===== config.mk =====
export PLATFORM = sky130hd
export DESIGN_NAME = ps2_kbd_joy
export DESIGN_NICKNAME = d
export VERILOG_FILES = /design/src/rtl/ps2_kbd_pkg.sv /design/src/rtl/ps2_rx.sv /design/src/rtl/ps2_kbd_joy.sv
export SDC_FILE = /design/constraint.sdc
export NUM_CORES = 1
export LEC_CHECK = 0
export ABC_AREA = 1
export CAP_MARGIN = 20
export CORE_ASPECT_RATIO = 0.5
export CORE_UTILIZATION = 25
export DETAILED_ROUTE_END_ITERATION = 8
export PLACE_DENSITY = 0.39
export SLEW_MARGIN = 30
export SYNTH_ARGS = -nofsm -noshare
export SYNTH_HDL_FRONTEND = slang
export SYNTH_HIERARCHICAL = 1
export SYNTH_SLANG_ARGS = --single-unit

===== constraint.sdc =====
create_clock -name clk_i -period 3.55 [get_ports clk_i]
set_clock_uncertainty 0.2 [all_clocks]
set_input_delay 1.065 -clock clk_i [delete_from_list [all_inputs] [get_ports clk_i]]
set_output_delay 1.065 -clock clk_i [all_outputs]
set_load 0.005 [all_outputs]

===== src/rtl/ps2_kbd_pkg.sv =====
// Shared constants and types for the PS/2 keyboard-to-joystick block:
// scan codes, joystick bit positions, receiver state encoding and the
// key lookup used by the decoder.
package ps2_kbd_pkg;

   localparam int KJ_W = 10;

   // Prefix / special scan codes
   localparam logic [7:0] SC_E0    = 8'hE0;
   localparam logic [7:0] SC_F0    = 8'hF0;
   localparam logic [7:0] SC_E1    = 8'hE1;

   // Mapped scan codes (UP..RIGHT are only valid after an E0 prefix)
   localparam logic [7:0] SC_SPACE = 8'h29;
   localparam logic [7:0] SC_1     = 8'h16;
   localparam logic [7:0] SC_2     = 8'h1E;
   localparam logic [7:0] SC_5     = 8'h2E;
   localparam logic [7:0] SC_UP    = 8'h75;
   localparam logic [7:0] SC_DOWN  = 8'h72;
   localparam logic [7:0] SC_LEFT  = 8'h6B;
   localparam logic [7:0] SC_RIGHT = 8'h74;
   localparam logic [7:0] SC_LCTRL = 8'h14;
   localparam logic [7:0] SC_TAB   = 8'h0D;

   // Bit positions inside the joystick vector
   localparam logic [3:0] KJ_FIRE    = 4'd0;
   localparam logic [3:0] KJ_START1  = 4'd1;
   localparam logic [3:0] KJ_START2  = 4'd2;
   localparam logic [3:0] KJ_COIN    = 4'd3;
   localparam logic [3:0] KJ_UP      = 4'd4;
   localparam logic [3:0] KJ_DOWN    = 4'd5;
   localparam logic [3:0] KJ_LEFT    = 4'd6;
   localparam logic [3:0] KJ_RIGHT   = 4'd7;
   localparam logic [3:0] KJ_FIRE2   = 4'd8;
   localparam logic [3:0] KJ_SERVICE = 4'd9;

   typedef enum logic [1:0] {
      PS2_IDLE   = 2'd0,
      PS2_DATA   = 2'd1,
      PS2_PARITY = 2'd2,
      PS2_STOP   = 2'd3
   } ps2_rx_state_t;

   typedef struct packed {
      logic       hit;
      logic [3:0] idx;
   } key_map_t;

   // Look up a scan code; extended codes only match with ext set and vice versa
   function automatic key_map_t key_map(input logic [7:0] code, input logic ext);
      key_map_t r;
      r.hit = 1'b1;
      r.idx = 4'd0;
      case ({ext, code})
         {1'b0, SC_SPACE}: r.idx = KJ_FIRE;
         {1'b0, SC_1}:     r.idx = KJ_START1;
         {1'b0, SC_2}:     r.idx = KJ_START2;
         {1'b0, SC_5}:     r.idx = KJ_COIN;
         {1'b1, SC_UP}:    r.idx = KJ_UP;
         {1'b1, SC_DOWN}:  r.idx = KJ_DOWN;
         {1'b1, SC_LEFT}:  r.idx = KJ_LEFT;
         {1'b1, SC_RIGHT}: r.idx = KJ_RIGHT;
         {1'b0, SC_LCTRL}: r.idx = KJ_FIRE2;
         {1'b0, SC_TAB}:   r.idx = KJ_SERVICE;
         default:          r.hit = 1'b0;
      endcase
      return r;
   endfunction

endpackage


===== src/rtl/ps2_rx.sv =====
// PS/2 device-to-host frame receiver: input synchronisers, falling-edge
// detector, IDLE/DATA/PARITY/STOP frame FSM and an inactivity watchdog.
// Strobe outputs are combinational and coincide with the edge/timeout that
// causes them; the top level registers them.
// Build option: define PS2_PARITY_EN to reject frames with even parity.
module ps2_rx
   import ps2_kbd_pkg::*;
#(
   parameter int SYNC_STAGES    = 2,
   parameter int TIMEOUT_CYCLES = 36000
) (
   input  logic       clk_i,
   input  logic       res_n_i,
   input  logic       ps2_clk_i,
   input  logic       ps2_data_i,
   output logic       byte_valid_o,
   output logic [7:0] byte_data_o,
   output logic       frame_err_o,
   output logic       timeout_o
);

   localparam int WD_W = (TIMEOUT_CYCLES > 1) ? $clog2(TIMEOUT_CYCLES) : 1;
   localparam logic [WD_W-1:0] WD_LIMIT = WD_W'(TIMEOUT_CYCLES - 1);

   logic [SYNC_STAGES-1:0] clk_sync_q;
   logic [SYNC_STAGES-1:0] data_sync_q;
   logic                   clk_prev_q;
   ps2_rx_state_t          state_q;
   logic [2:0]             cnt_q;
   logic [7:0]             shift_q;
   logic [WD_W-1:0]        wd_q;
`ifdef PS2_PARITY_EN
   logic                   par_q;
`endif

   logic clk_s;
   logic data_s;
   logic fall;
   logic frame_ok;
   logic wd_fire;

   assign clk_s  = clk_sync_q[SYNC_STAGES-1];
   assign data_s = data_sync_q[SYNC_STAGES-1];
   assign fall   = clk_prev_q & ~clk_s;

`ifdef PS2_PARITY_EN
   assign frame_ok = data_s & (^{shift_q, par_q});
`else
   assign frame_ok = data_s;
`endif

   // A falling edge restarts the watchdog, so a timeout never races an edge
   assign wd_fire      = (state_q != PS2_IDLE) && !fall && (wd_q == WD_LIMIT);
   assign byte_valid_o = fall && (state_q == PS2_STOP) && frame_ok;
   assign frame_err_o  = (fall && (state_q == PS2_STOP) && !frame_ok) || wd_fire;
   assign timeout_o    = wd_fire;
   assign byte_data_o  = shift_q;

   // Synchronisers, frame FSM, shift register and watchdog
   always_ff @(posedge clk_i or negedge res_n_i) begin
      // NOTE: every register here is small control state, so all of it takes
      // the async reset; sync flops reset low so a line that is already high
      // at release cannot look like a falling edge.
      if (!res_n_i) begin
         clk_sync_q  <= '0;
         data_sync_q <= '0;
         clk_prev_q  <= 1'b0;
         state_q     <= PS2_IDLE;
         cnt_q       <= '0;
         shift_q     <= '0;
         wd_q        <= '0;
`ifdef PS2_PARITY_EN
         par_q       <= 1'b0;
`endif
      end else begin
         // NOTE: non-blocking assignments keep every flop sampling the
         // pre-edge value, which is what makes the sync chain a real chain.
         clk_sync_q  <= {clk_sync_q[SYNC_STAGES-2:0], ps2_clk_i};
         data_sync_q <= {data_sync_q[SYNC_STAGES-2:0], ps2_data_i};
         clk_prev_q  <= clk_s;

         if (fall || (state_q == PS2_IDLE) || wd_fire) begin
            wd_q <= '0;
         end else begin
            wd_q <= wd_q + 1'b1;
         end

         if (wd_fire) begin
            state_q <= PS2_IDLE;
         end else if (fall) begin
            unique case (state_q)
               PS2_IDLE: begin
                  if (!data_s) begin
                     state_q <= PS2_DATA;
                     cnt_q   <= '0;
                  end
               end
               PS2_DATA: begin
                  shift_q[cnt_q] <= data_s;
                  cnt_q          <= cnt_q + 3'd1;
                  if (cnt_q == 3'd7) begin
                     state_q <= PS2_PARITY;
                  end
               end
               PS2_PARITY: begin
`ifdef PS2_PARITY_EN
                  par_q   <= data_s;
`endif
                  state_q <= PS2_STOP;
               end
               PS2_STOP: begin
                  state_q <= PS2_IDLE;
               end
               default: state_q <= PS2_IDLE;
            endcase
         end
      end
   end

endmodule


===== src/rtl/ps2_kbd_joy.sv =====
// PS/2 keyboard to 10-bit joystick latch vector. Tracks the E0 (extended)
// and F0 (break) prefixes and keeps one press/release latch per mapped key.
// Build option: define PS2_PARITY_EN to enable odd-parity checking in ps2_rx.
module ps2_kbd_joy
   import ps2_kbd_pkg::*;
#(
   parameter int SYNC_STAGES    = 2,
   parameter int TIMEOUT_CYCLES = 36000
) (
   input  logic            clk_i,
   input  logic            res_n_i,
   input  logic            ps2_kbd_clk,
   input  logic            ps2_kbd_data,
   output logic [KJ_W-1:0] joystick,
   output logic            scan_valid,
   output logic [7:0]      scan_code,
   output logic            frame_err
);

   logic       rx_valid;
   logic [7:0] rx_data;
   logic       rx_err;
   logic       rx_timeout;

   ps2_rx #(
      .SYNC_STAGES   (SYNC_STAGES),
      .TIMEOUT_CYCLES(TIMEOUT_CYCLES)
   ) u_rx (
      .clk_i       (clk_i),
      .res_n_i     (res_n_i),
      .ps2_clk_i   (ps2_kbd_clk),
      .ps2_data_i  (ps2_kbd_data),
      .byte_valid_o(rx_valid),
      .byte_data_o (rx_data),
      .frame_err_o (rx_err),
      .timeout_o   (rx_timeout)
   );

   logic [KJ_W-1:0] joy_q, joy_d;
   logic            ext_q, ext_d;
   logic            brk_q, brk_d;
   logic            scan_valid_q;
   logic [7:0]      scan_code_q;
   logic            frame_err_q;
   key_map_t        km;

   // Prefix tracking and key latch update for each accepted byte
   always_comb begin
      // NOTE: defaults first so every path assigns every variable (no latches).
      joy_d = joy_q;
      ext_d = ext_q;
      brk_d = brk_q;
      km    = key_map(rx_data, ext_q);
      if (rx_timeout) begin
         ext_d = 1'b0;
         brk_d = 1'b0;
      end else if (rx_valid) begin
         case (rx_data)
            SC_E0: ext_d = 1'b1;
            SC_F0: brk_d = 1'b1;
            SC_E1: ;  // Pause prefix: accepted, no effect
            default: begin
               if (km.hit) begin
                  joy_d[km.idx] = ~brk_q;
               end
               ext_d = 1'b0;
               brk_d = 1'b0;
            end
         endcase
      end
   end

   // Registered outputs and decoder state
   always_ff @(posedge clk_i or negedge res_n_i) begin
      if (!res_n_i) begin
         joy_q        <= '0;
         ext_q        <= 1'b0;
         brk_q        <= 1'b0;
         scan_valid_q <= 1'b0;
         scan_code_q  <= '0;
         frame_err_q  <= 1'b0;
      end else begin
         joy_q        <= joy_d;
         ext_q        <= ext_d;
         brk_q        <= brk_d;
         scan_valid_q <= rx_valid;
         frame_err_q  <= rx_err;
         if (rx_valid) begin
            scan_code_q <= rx_data;
         end
      end
   end

   assign joystick   = joy_q;
   assign scan_valid = scan_valid_q;
   assign scan_code  = scan_code_q;
   assign frame_err  = frame_err_q;

endmodule


==> flow_summary.toml <==
[synth]
yosysWarnings = 6
synth-seq-area-share_pct = 44.3
synth.ff_latch_count = 56
avgSynthCellArea_um2 = 7.65
synthCells = 414
netlist_area_mm2 = 0.00317
yosysTopAreaCell = "dfrtp_1"
syn_nets = 425
ys_top_cells_by_area = "dfrtp_1 44%, nand2_1 11%, nor2_1 8.5%, inv_1 5.0%, nand3_1 4.6%"
yosys.area.top_type_share_pct = 44.3
synth_cell_types = 36

[critical_path]
cp.arrival_ns = 1.16
cp.required_ns = 2.28
cp_num_buf_inv = 1
crit_path_end_kind = "primary output"
critical_path.max_fanout = 2
critical-path-top-delay-family = "buffers and inverters"
start_kind = "flop"
worst_path_max_delay_cell = "clkdlybuf4s50_1"
crit_type = "reg -> out"
path_cells = "clkdlybuf4s50_1"
cpPeakStageDelay_ns = 0.51

[final_layout]
layout_common_cells = "90 x nand2_1, 72 x nor2_1, 56 x dfrtp_1"
fillers = 1300
antenna_cells = 0
regArea_mm2 = 0.00140
multiInputGateArea_mm2 = 0.00152
drive_gt1_share_pct = 12.9
fin_nets = 451
mostFrequentLayoutCell = "nand2_1"
syn2layout_area_growth_pct = 18.8
final_util_pct = 31.1

[placed_design]
port_buffers = 23
dp_hpwl_um = 5670
gp_congestion = 0.794

[status]
status = "completed"

[clock_tree]
holdBufCountCts = 0
ctsLongestPathBuffers = 2
clock-root-buffer = "clkbuf_16"
postCtsSetupRepairBufs = 0
clkTransAtPathRegs_ns = 0.07
insertion_delay_ns = 0.29
numCtsBuffers = 5
cts_tree = "built"
cts_sinks = 56
htree_levels = 2
post_cts_resized = 0

[sta]
fmax_mhz = 412
tns_ns = 0
rsz0062_at_grt = "no"
slew_viol_final = 0
period_share_pct = 68.4
setup_viol = 0
hold_viol = 0
slew-limit-headroom_pct = 57.8
worst_pin_slew_ns = 0.633
min_period_ns = 2.43

[detailed_routing]
wl_met3_um = 195
drt_iter0_markers = 142
drt-total-wl_um = 7470
wl_per_cell_um = 12.3
dr_total_vias = 2579
ant_nets = 0
drt_pass1_iterations = 4
drc = 0
wl_met1_um = 4050
met2WireLength_um = 3170
vias_per_cell = 4.26
routed.top_layer = "met4"

[die]
core_area_mm2 = 0.0121
die_w_um = 161
fp-row-count = 28
chipHeight_um = 81.6
num_io_pins = 24
dieArea_mm2 = 0.0131
initial_core_util_pct = 26.2

[job]
cap_violations = 0

[grt]
antenna_found_initial = 0
grt_usage_pct = 12.3
grt_max_degree = 33
grt-ovfl-total = 0
grt_pass1_vias = 2484
grt_pass1_wl_um = 12600

[power]
power.leakage_nw = 1.67
ir_drop_uv = 154
power_density_mw_per_mm2 = 542

[min_path]
hp-class = "reg -> reg"
==> cells by family after synthesis <==
family	share of synthesized area, %
adder cells (fa/ha/maj)	2.77
flip-flops	44.3
AO/OA/AOI/OAI	6.44
XOR/XNOR	1.66
buffers and inverters	7.94
AND/OR/NAND/NOR	36.9
==> cell type report <==
cell class	instances	share of cell area (%)
Multi-Input combinational cell	299	40.4
Tap cell	165	5.49
Timing Repair Buffer	25	6.72
Clock inverter	1	0.798
Sequential cell	56	37.3
Inverter	53	5.29
Clock buffer	7	4.06
==> final timing paths <==
| path | startpoint | endpoint | slack [ns] | cells after the start |
|---|---|---|---|---|
| worst max-delay path | joystick[9] | joystick[9] | 1.12 | 1 |
| worst min-delay path | u_rx/clk_sync_q[0] | u_rx/clk_sync_q[1] | 0.15 | 0 |
| worst max register to register | u_rx/wd_q[0] | joystick[0] | 1.35 | 11 |
| worst min register to register | u_rx/clk_sync_q[0] | u_rx/clk_sync_q[1] | 0.15 | 0 |
| max in group asynchronous | res_n_i | ext_q | 1.96 | 2 |
| min in group asynchronous | res_n_i | u_rx/wd_q[7] | 0.58 | 1 |
==> synthesized netlist by cell type (all sizes together) <==
library cell and number:
nand3 35, inv 52, nand3b 1, dfrtp 56, buf 5, o31ai 1, o21bai 3, nand4 18
a21oi 18, nor4 1, o211ai 1, nor2 86, nor3 5, ha 7, nand2 101, o21ai 13
or2 2, xnor2 3, clkinv 1, clkbuf 1, o21a 1, xor2 3
==> power breakdown <==
group          internal (mW)  leakage (nW)  switching, mW
combinational          0.216         0.828          0.327
sequential             0.752         0.747          0.138
clock                  0.372        0.0901          0.233
total                   1.34          1.66          0.698
==> per-stage QoR <==
stage | setup slack [ns] | hold WS [ns] | instance area [um2] | total power, mW | instances
final | 1.12 | 0.150 | 3760 | 2.04 | 606
after detailed placement | 1.34 | 0.136 | 3580 | 1.45 | 598
after global placement | 1.38 | 0.138 | 3580 | 1.46 | 598
after floorplan | 1.58 | 0.131 | 3170 | 1.24 | 414
after CTS | 1.09 | 0.153 | 3760 | 2.08 | 606
after global routing | 1.08 | 0.170 | 3760 | 2.19 | 606
==> state kept, by name, indices dropped and copies added (netlist names) <==
name / flops
scan_valid: 1
u_rx/data_sync_q: 2
u_rx/wd_q: 16
u_rx/clk_prev_q: 1
brk_q: 1
scan_code: 8
frame_err: 1
u_rx/cnt_q: 3
ext_q: 1
u_rx/clk_sync_q: 2
joystick: 10
u_rx/byte_data_o: 8
u_rx/state_q: 2
==> per-layer routing <==
layer	global-route usage, %	up-vias
li1	-	1374
met1	17.2	1172
met2	19.7	29
met3	2.78	4
met4	2.55	0
met5	0	-
No activity file was read; power rests on OpenSTA's default activity.
